==> src/rtl/multicycle_ctrl.sv <==
// Multicycle MIPS-style control unit: Moore FSM sequencing fetch, decode and
// per-instruction execute/writeback states, with outputs registered from the next state.
module multicycle_ctrl #(
    parameter bit HALT_ON_ILLEGAL = 1'b1
) (
    input  logic       clk,
    input  logic       reset,
    input  logic [5:0] op,
    input  logic [5:0] funct,
    input  logic       zero,
    output logic       pcen,
    output logic       iord,
    output logic       memwrite,
    output logic       irwrite,
    output logic       regwrite,
    output logic       regdst,
    output logic       memtoreg,
    output logic       alusrca,
    output logic [1:0] alusrcb,
    output logic [1:0] pcsrc,
    output logic [2:0] alucontrol,
    output logic       immzext,
    output logic       instr_done,
    output logic       halted,
    output logic [3:0] state
);

    typedef enum logic [3:0] {
        FETCH   = 4'd0,
        DECODE  = 4'd1,
        MEMADR  = 4'd2,
        MEMRD   = 4'd3,
        MEMWB   = 4'd4,
        MEMWR   = 4'd5,
        EXECUTE = 4'd6,
        ALUWB   = 4'd7,
        BRANCH  = 4'd8,
        IMMEX   = 4'd9,
        IMMWB   = 4'd10,
        JUMP    = 4'd11,
        HALT    = 4'd15
    } state_t;

    localparam logic [5:0] OP_LW    = 6'b100011;
    localparam logic [5:0] OP_SW    = 6'b101011;
    localparam logic [5:0] OP_RTYPE = 6'b000000;
    localparam logic [5:0] OP_BEQ   = 6'b000100;
    localparam logic [5:0] OP_ADDI  = 6'b001000;
    localparam logic [5:0] OP_ANDI  = 6'b001100;
    localparam logic [5:0] OP_ORI   = 6'b001101;
    localparam logic [5:0] OP_XORI  = 6'b001110;
    localparam logic [5:0] OP_J     = 6'b000010;

    state_t      state_q, state_d, illegal_next;
    logic        funct_legal;
    logic [2:0]  funct_alu, imm_alu;

    logic        pcwrite_q, pcwrite_d, branch_q, branch_d;
    logic        iord_q, iord_d, memwrite_q, memwrite_d, irwrite_q, irwrite_d;
    logic        regwrite_q, regwrite_d, regdst_q, regdst_d, memtoreg_q, memtoreg_d;
    logic        alusrca_q, alusrca_d, immzext_q, immzext_d;
    logic        instr_done_q, instr_done_d, halted_q, halted_d;
    logic [1:0]  alusrcb_q, alusrcb_d, pcsrc_q, pcsrc_d;
    logic [2:0]  alucontrol_q, alucontrol_d;

    always_comb begin
        funct_legal = 1'b1;
        funct_alu   = 3'b010;
        case (funct)
            6'b100000: funct_alu = 3'b010;
            6'b100010: funct_alu = 3'b110;
            6'b100100: funct_alu = 3'b000;
            6'b100101: funct_alu = 3'b001;
            6'b101010: funct_alu = 3'b111;
            6'b100110: funct_alu = 3'b011;
            6'b100111: funct_alu = 3'b100;
            default:   funct_legal = 1'b0;
        endcase

        imm_alu = 3'b010;
        case (op)
            OP_ANDI: imm_alu = 3'b000;
            OP_ORI:  imm_alu = 3'b001;
            OP_XORI: imm_alu = 3'b011;
            default: imm_alu = 3'b010;
        endcase

        illegal_next = HALT_ON_ILLEGAL ? HALT : FETCH;

        state_d = state_q;
        case (state_q)
            FETCH:  state_d = DECODE;
            DECODE: begin
                case (op)
                    OP_LW, OP_SW:                      state_d = MEMADR;
                    OP_RTYPE:                          state_d = funct_legal ? EXECUTE : illegal_next;
                    OP_BEQ:                            state_d = BRANCH;
                    OP_ADDI, OP_ANDI, OP_ORI, OP_XORI: state_d = IMMEX;
                    OP_J:                              state_d = JUMP;
                    default:                           state_d = illegal_next;
                endcase
            end
            MEMADR:  state_d = (op == OP_LW) ? MEMRD : MEMWR;
            MEMRD:   state_d = MEMWB;
            EXECUTE: state_d = ALUWB;
            IMMEX:   state_d = IMMWB;
            MEMWB, MEMWR, ALUWB, BRANCH, IMMWB, JUMP: state_d = FETCH;
            HALT:    state_d = HALT;
            default: state_d = FETCH;
        endcase

        // Outputs are decoded from the state being entered so they appear registered.
        pcwrite_d    = 1'b0;
        branch_d     = 1'b0;
        iord_d       = 1'b0;
        memwrite_d   = 1'b0;
        irwrite_d    = 1'b0;
        regwrite_d   = 1'b0;
        regdst_d     = 1'b0;
        memtoreg_d   = 1'b0;
        alusrca_d    = 1'b0;
        alusrcb_d    = 2'b00;
        pcsrc_d      = 2'b00;
        alucontrol_d = 3'b010;
        immzext_d    = 1'b0;
        instr_done_d = 1'b0;
        halted_d     = 1'b0;
        case (state_d)
            FETCH: begin
                irwrite_d = 1'b1;
                pcwrite_d = 1'b1;
                alusrcb_d = 2'b01;
            end
            DECODE:  alusrcb_d = 2'b11;
            MEMADR: begin
                alusrca_d = 1'b1;
                alusrcb_d = 2'b10;
            end
            MEMRD:   iord_d = 1'b1;
            MEMWB: begin
                regwrite_d   = 1'b1;
                memtoreg_d   = 1'b1;
                instr_done_d = 1'b1;
            end
            MEMWR: begin
                iord_d       = 1'b1;
                memwrite_d   = 1'b1;
                instr_done_d = 1'b1;
            end
            EXECUTE: begin
                alusrca_d    = 1'b1;
                alucontrol_d = funct_alu;
            end
            ALUWB: begin
                regwrite_d   = 1'b1;
                regdst_d     = 1'b1;
                instr_done_d = 1'b1;
            end
            BRANCH: begin
                alusrca_d    = 1'b1;
                alucontrol_d = 3'b110;
                pcsrc_d      = 2'b01;
                branch_d     = 1'b1;
                instr_done_d = 1'b1;
            end
            IMMEX: begin
                alusrca_d    = 1'b1;
                alusrcb_d    = 2'b10;
                alucontrol_d = imm_alu;
                immzext_d    = (op[5:2] == 4'b0011);
            end
            IMMWB: begin
                regwrite_d   = 1'b1;
                instr_done_d = 1'b1;
            end
            JUMP: begin
                pcsrc_d      = 2'b10;
                pcwrite_d    = 1'b1;
                instr_done_d = 1'b1;
            end
            HALT:    halted_d = 1'b1;
            default: halted_d = 1'b0;
        endcase
    end

    always_ff @(posedge clk or negedge reset) begin
        if (!reset) begin
            state_q      <= FETCH;
            pcwrite_q    <= 1'b1;
            branch_q     <= 1'b0;
            iord_q       <= 1'b0;
            memwrite_q   <= 1'b0;
            irwrite_q    <= 1'b1;
            regwrite_q   <= 1'b0;
            regdst_q     <= 1'b0;
            memtoreg_q   <= 1'b0;
            alusrca_q    <= 1'b0;
            alusrcb_q    <= 2'b01;
            pcsrc_q      <= 2'b00;
            alucontrol_q <= 3'b010;
            immzext_q    <= 1'b0;
            instr_done_q <= 1'b0;
            halted_q     <= 1'b0;
        end else begin
            state_q      <= state_d;
            pcwrite_q    <= pcwrite_d;
            branch_q     <= branch_d;
            iord_q       <= iord_d;
            memwrite_q   <= memwrite_d;
            irwrite_q    <= irwrite_d;
            regwrite_q   <= regwrite_d;
            regdst_q     <= regdst_d;
            memtoreg_q   <= memtoreg_d;
            alusrca_q    <= alusrca_d;
            alusrcb_q    <= alusrcb_d;
            pcsrc_q      <= pcsrc_d;
            alucontrol_q <= alucontrol_d;
            immzext_q    <= immzext_d;
            instr_done_q <= instr_done_d;
            halted_q     <= halted_d;
        end
    end

    // Reset loads FETCH values (enables high) so they show the instant reset releases;
    // while reset is held the enables are masked off.
    assign pcen       = (pcwrite_q | (branch_q & zero)) & reset;
    assign irwrite    = irwrite_q & reset;
    assign memwrite   = memwrite_q & reset;
    assign regwrite   = regwrite_q & reset;
    assign instr_done = instr_done_q & reset;
    assign halted     = halted_q;
    assign iord       = iord_q;
    assign regdst     = regdst_q;
    assign memtoreg   = memtoreg_q;
    assign alusrca    = alusrca_q;
    assign alusrcb    = alusrcb_q;
    assign pcsrc      = pcsrc_q;
    assign alucontrol = alucontrol_q;
    assign immzext    = immzext_q;
    assign state      = state_q;

endmodule

==> config.mk <==
export PLATFORM = sky130hd
export DESIGN_NAME = multicycle_ctrl
export DESIGN_NICKNAME = d
export VERILOG_FILES = /design/src/rtl/multicycle_ctrl.sv
export SDC_FILE = /design/constraint.sdc
export NUM_CORES = 1
export LEC_CHECK = 0
export CORE_MARGIN = 4
export CORE_UTILIZATION = 50
export CTS_CLUSTER_DIAMETER = 120
export CTS_CLUSTER_SIZE = 28
export DETAILED_ROUTE_END_ITERATION = 8
export GPL_TIMING_DRIVEN = 0
export PLACE_DENSITY = 0.85
export SYNTH_ARGS = -nofsm -noshare
export SYNTH_HDL_FRONTEND = slang
export SYNTH_SLANG_ARGS = --single-unit
==> constraint.sdc <==
create_clock -name clk -period 5 [get_ports clk]
set_input_delay 0.5 -clock clk [delete_from_list [all_inputs] [get_ports clk]]
set_output_delay 0.5 -clock clk [all_outputs]
set_load 0.01 [all_outputs]
Yosys cells after proc, flatten, opt, wreduce, memory -nomap -nowiden
Index checks and enable logic that the tools add are counted.
{"block": "totals", "register_bits": 23, "output_inout_bits": 22, "input_bits": 15, "elab_cells": 91}
{"block": "classes", "bitwise_logic": 7, "muxes": 22, "reduce_logical": 12, "n_eq_ne": 34}
{"op": "$eq 6x6->1 const B", "n": 9}
{"op": "$eq 4x4->1 const B", "n": 7}
{"op": "$pmux 4 s7", "n": 1}
{"op": "$eq 6x4->1 const B", "n": 4}
{"op": "$eq 4x2->1 const B", "n": 5}
{"op": "$eq 4x3->1 const B", "n": 5}
{"op": "$pmux 4 s5", "n": 1}
{"op": "$pmux 3 s6", "n": 1}
{"op": "$mux 1", "n": 13}
{"op": "$pmux 2 s3", "n": 2}
{"op": "$pmux 3 s3", "n": 1}
{"op": "$eq 4x1->1 const B", "n": 2}
{"op": "$logic_not 4->1", "n": 2}
{"op": "$reduce_or 2->1", "n": 4}
{"op": "$reduce_or 4->1", "n": 2}
{"op": "$reduce_or 7->1", "n": 1}
{"op": "$and 1x1->1", "n": 6}
{"op": "$eq 6x2->1 const B", "n": 1}
{"op": "$eq 6x3->1 const B", "n": 1}
{"op": "$logic_not 6->1", "n": 1}
{"op": "$reduce_or 6->1", "n": 1}
{"op": "$mux 4", "n": 1}
{"op": "$pmux 2 s2", "n": 1}
{"op": "$mux 3", "n": 1}
{"op": "2 further kinds", "n": 2}

Depth between registers and ports, before layout
{"block": "logic_depth", "ltp_word": 9, "depth_mapped": 7, "depth_no_buf": 6}

Worst setup path after synthesis
Ideal clock, no wire load.
{"block": "synth_timing", "kind": "input port to flip-flop", "startpoint": "input port op[2]", "endpoint": "register alucontrol_q[1], in the netlist alucontrol[1]", "n_path_buf": 1, "required_time_ns": 4.918, "path_stages": 6, "setup_ns": 0.082, "arrival_time_ns": 2.088, "slack_ns": 2.831, "cell_sequence": "buf_2 -> or4_4 -> o311ai_4 -> o21ai_2 -> or4_1 -> o31a_1"}
{"block": "synth_via", "elab_chain_cells": 6, "elab_cells_between_ends": 19, "cone_classes": "eq/ne (11); mux (5); reduce/logical (3)"}
{"element": "start: declaration", "line": "8", "source": "input logic [5:0] op,"}
{"element": "$eq 6x4->1, or another cell as far along", "line": "94", "source": "case (op)"}
{"element": "$reduce_or 4->1 / $reduce_or 2->1 (equally long branches)", "line": "94"}
{"element": "$pmux 4 s5", "line": "94"}
{"element": "$pmux 4 s7 (*)", "line": "91", "source": "case (state_q)"}
{"element": "net state_d[2]", "line": "54", "source": "state_t state_q, state_d, illegal_next;"}
{"element": "$eq 4x4->1 / $eq 4x3->1 (equally long branches)", "line": "128", "source": "case (state_d)"}
{"element": "$pmux 3 s3 (*)", "line": "128"}
{"element": "net alucontrol_d[1]", "line": "64", "source": "logic [2:0] alucontrol_q, alucontrol_d;"}
{"element": "end signal: assignment", "line": "217", "source": "alucontrol_q <= alucontrol_d;"}
{"element": "end: declaration", "line": "64"}
Mark *: on every way through the listed nets, which the timed path passes. The rest lies on a longest branch.

Final worst setup path
{"block": "layout_timing", "startpoint": "input port reset", "endpoint": "output port instr_done"}
{"block": "layout_via", "elab_chain_cells": 1}
{"element": "start: declaration", "line": "7", "source": "input logic reset,"}
{"element": "$and 1x1->1", "line": "230", "source": "assign instr_done = instr_done_q & reset;"}
{"element": "end: declaration", "line": "23", "source": "output logic instr_done,"}
Every way passes these cells.

==> results <==
- The post-synthesis net count is 152.
- Max-cap violations in this run came to 0.
- In the final routed layout, each cell accounts on average for 14.3 µm.
- On the critical path the largest part of the delay comes from buffers and inverters.
- In this run the worst hold path is classified as in2reg.
- The clock buffer count from CTS is 3.
- The final count of negative-setup-slack endpoints is 0.
- In this run the count of I/O pins placed on the die edge is 37.
- Counting flops with a built-in enable in the synthesized netlist gives 0.
- At the worst endpoint, the required time is 4.50 ns.
- The slew at the pin with the worst max-slew slack is 0.988 ns.
- Once layout is done, the placed cells without fillers occupy roughly 1700 µm².
- The power density relative to cell area is approximately 490 nW/µm².
- The fraction of registers with async set/reset is between 90% and 100%.
- The synthesized netlist cell count is 137.
- Once detail routing completed, the nets flagged for antenna violations numbered 0.
- The die width is roughly 60 µm.
- The capturing element type of the critical path is an output port.
- The layout net count is ~190.
- Averaged over all synthesized cells, the footprint is between 9 and 10 µm².
- The accumulated negative setup slack is 0 ns.
- The number of gates resized after CTS is 0.
- The critical path contains buffers and inverters numbering 2 combined.
- From bottom edge to top edge, the die measures approximately 60 µm.
- The number of antenna violations at the first check in global routing was 0.
- The startpoint class of the critical path is an input pin.
- On the worst path, the slowest cell contributes a delay of 1.12 ns.
- The aggregate global-route resource usage is roughly 19%.
- The area added between synthesis and finish is 30.7%.
- No sink is reached through more buffers than the 2 on the longest clock path.
- Clock-pin slew was measured on the worst setup and hold paths at 0.12 ns.
- The most common cell after layout, fill and taps aside is sky130_fd_sc_hd__clkdlybuf4s50_1.
- Headroom to the max-slew limit came out at around a third.
- Cells with a size suffix above 1 make up approximately 16% of the layout.
- Entering global routing, the biggest net connects 28 pins.
- For this run, the number of Yosys warnings is 0.
- Summing every instance area after synthesis gives about 1300 µm².
- After clock tree synthesis, the flow added hold-fix buffers numbering 0.
- The predominant post-synthesis flop cell is sky130_fd_sc_hd__dfrtp_1.
- TritonCTS built the clock tree.
- Detailed placement ended at an HPWL of around 2300 µm.
- STA puts the critical path data arrival time at between 2 and 2.5 ns.
- The clock period could shrink to 2.90 ns.
- The maximum net fanout on the critical path is 27.
- The routed via count divided by cell count is 5.72.
- Port buffering added 31 buffers.
- The core region is about 2500 µm².
- The DRC violation count after routing is 0.
- The post-detailed-routing wire length is just under 3000 µm.
- The flow ran to the end, and the final reports show no timing, DRC or antenna violations.
- Summed over all layers, the global routing overflow is 0.
- The total die area is ~3500 µm².
- The number of hold violations in the final report is 0.
- The endpoint identified for the worst register-to-register timing path is alucontrol[1]$_DFF_PN1_.
- The leakage power total is around 0.73 nW.
- The post-detailed-placement cell area is ~1700 µm².
- The path length in cells of the critical path is 3.
- In this run, synthesis produced a sequential element count of 22.
- The number of cell instances on the worst register-to-register path is 7.
- The first detailed-routing pass took 4 iterations.
- For this design, the sink count on the clock tree is 22.
- The via count is between 1000 and 1500.
- The final weighted congestion of routability-driven global placement is ~0.86.
- The total inserted antenna cells is 0.
- Setup slack on the worst reg-to-reg path comes out at roughly 2.7 ns.
- The startpoint identified for the worst hold timing path is op[3].
- The share of synthesized area occupied by flip-flops and latches is 42.5%.
- Across the VDD grid, the largest voltage drop is about 0.33 mV.
- The cell at the slowest stage of the critical path is sky130_fd_sc_hd__clkdlybuf4s50_1.
- The final worst clock skew is a little over 0.007 ns.
- The H-tree depth is 1.
- The worst path uses 58.0% of the clock period.
- The global-route wire length before repair is 4930 µm.
- In this run the worst setup path terminates at instr_done.
- The startpoint identified for the worst register-to-register timing path is state[2]$_DFF_PN0_.
- The top cell types in the final layout, fill and taps aside, are sky130_fd_sc_hd__clkdlybuf4s50_1, sky130_fd_sc_hd__dfrtp_1, sky130_fd_sc_hd__nand2_1.
- The cell chosen for the clock root is sky130_fd_sc_hd__clkbuf_4.
- In this run the worst setup path begins at reset.
- The signal on the critical path passes through clkdlybuf4s50_1 -> and2_1 -> clkdlybuf4s50_1.
- For this run, the top clock speed supported by timing is 345 MHz.
- Once the clock tree was built, the setup fixing pass inserted 0 buffers.
- Setup repair after global routing left no endpoint under its margin.
- The initial standard-cell utilization of the core is between 50% and 60%.
- The setup path with the least slack is of type in2out.
- The final number of max-transition violations came to 0.
- The clock insertion delay at the later pin of the skew report is between 0.3 and 0.4 ns.
- The floorplan has 18 rows.
- The first routing iteration left 39 violations.
- The number of global-route vias before repair is roughly 1100.
- The most numerous cell on the critical path is sky130_fd_sc_hd__clkdlybuf4s50_1.
- The distinct cell type count after synthesis is slightly below 50.
-- where the power goes --
part | switching [mW] | leakage [nW] | internal [mW] | total (mW)
Clock | 0.0545 | 0.0279 | 0.0811 | 0.136
Combinational | 0.231 | 0.423 | 0.204 | 0.435
Sequential | 0.0307 | 0.282 | 0.240 | 0.270
-- synth_stat cells, types with 2 or more instances --
cell type / number / share of area (%)
sky130_fd_sc_hd__nand3_1: 8 / 3.1
sky130_fd_sc_hd__nor3_1: 5 / 1.9
sky130_fd_sc_hd__inv_1: 7 / 2.0
sky130_fd_sc_hd__buf_6: 4 / 3.4
sky130_fd_sc_hd__nand2b_1: 4 / 1.9
sky130_fd_sc_hd__xor2_1: 3 / 2.0
sky130_fd_sc_hd__nand2_1: 12 / 3.4
sky130_fd_sc_hd__buf_2: 4 / 1.5
sky130_fd_sc_hd__and2_1: 5 / 2.4
sky130_fd_sc_hd__dfstp_2: 4 / 8.0
sky130_fd_sc_hd__a21oi_1: 4 / 1.5
sky130_fd_sc_hd__a22o_1: 2 / 1.3
sky130_fd_sc_hd__a21boi_0: 2 / 1.1
sky130_fd_sc_hd__dfrtp_1: 18 / 34
sky130_fd_sc_hd__nor2b_1: 3 / 1.4
sky130_fd_sc_hd__buf_4: 2 / 1.1
sky130_fd_sc_hd__o31a_1: 2 / 1.3
sky130_fd_sc_hd__nor2_1: 10 / 2.9
sky130_fd_sc_hd__o21ai_0: 5 / 1.9
sky130_fd_sc_hd__o211ai_1: 3 / 1.7
sky130_fd_sc_hd__xnor2_1: 2 / 1.3
-- state kept, by name, indices dropped and copies added (netlist names), 2 cells and up --
register    count
pcsrc           2
alusrcb         2
state           4
alucontrol      3
-- per-stage QoR --
step           utilization (%)  cells  power (mW)  setup WS, ns  hold slack (ns)
3_5_place_dp              66.8    198       0.704          2.03            0.752
3_3_place_gp              66.8    198       0.695          2.08            0.742
4_1_cts                   68.9    202       0.842          2.01            0.474
6_report                  68.9    202       0.841          2.10            0.478
2_1_floorplan                -    137       0.549          2.83            0.204
5_1_grt                   68.9    202       0.899          1.84            0.495
-- cells by family (layout without fill, tap and decap cells) --
| family | after synthesis | after routing | share of synthesized area [%] |
|---|---|---|---|
| buffers and inverters | 18 | 53 | 8.43 |
| AND/OR/NAND/NOR | 60 | 60 | 25.7 |
| flip-flops | 22 | 22 | 42.5 |
| XOR/XNOR | 5 | 5 | 3.35 |
| AO/OA/AOI/OAI | 32 | 32 | 20.0 |
-- layout make-up --
| type | instances | area, µm² |
|---|---|---|
| clock inverters | 1 | 30.0 |
| repair buffers | 31 | 310 |
| fillers | 207 | 771 |
| multi-input cells | 97 | 641 |
| well taps | 30 | 37.5 |
| clock buffers | 3 | 22.5 |
| plain buffers | 11 | 83.8 |
| flip-flops and latches | 22 | 556 |
| inverters | 7 | 26.3 |
-- per-layer routing --
metal / GRT usage [%] / vias up / part of all wire [%]
met3: 1.31 / 4 / 5.0
met1: 22.7 / 550 / 42
met4: 10.4 / 0 / 2.0
li1: - / 557 / -
met5: 0 / - / 0
met2: 32.2 / 45 / 51
-- worst register-to-register path, delay by kind of cell, from the launching register on --
| family | cells | cell delay (ns) |
|---|---|---|
| and+or+nand+nor | 2 | 0.68 |
| buffers and inverters | 2 | 0.38 |
| AOI/OAI and AO/OA | 3 | 0.70 |
| DFF | 1 | 0.47 |
-- worst min path at each step --
stage | end | slack (ns) | depth (start not counted)
after floorplan | alucontrol[0]$_DFF_PN0_ | 0.20 | 0
after global placement | memtoreg$_DFF_PN0_ | 0.74 | 2
after detailed placement | memtoreg$_DFF_PN0_ | 0.75 | 2
after CTS | immzext$_DFF_PN0_ | 0.47 | 3
after global routing | immzext$_DFF_PN0_ | 0.50 | 3
final | immzext$_DFF_PN0_ | 0.48 | 3
Power figures use the tool's default switching activity.
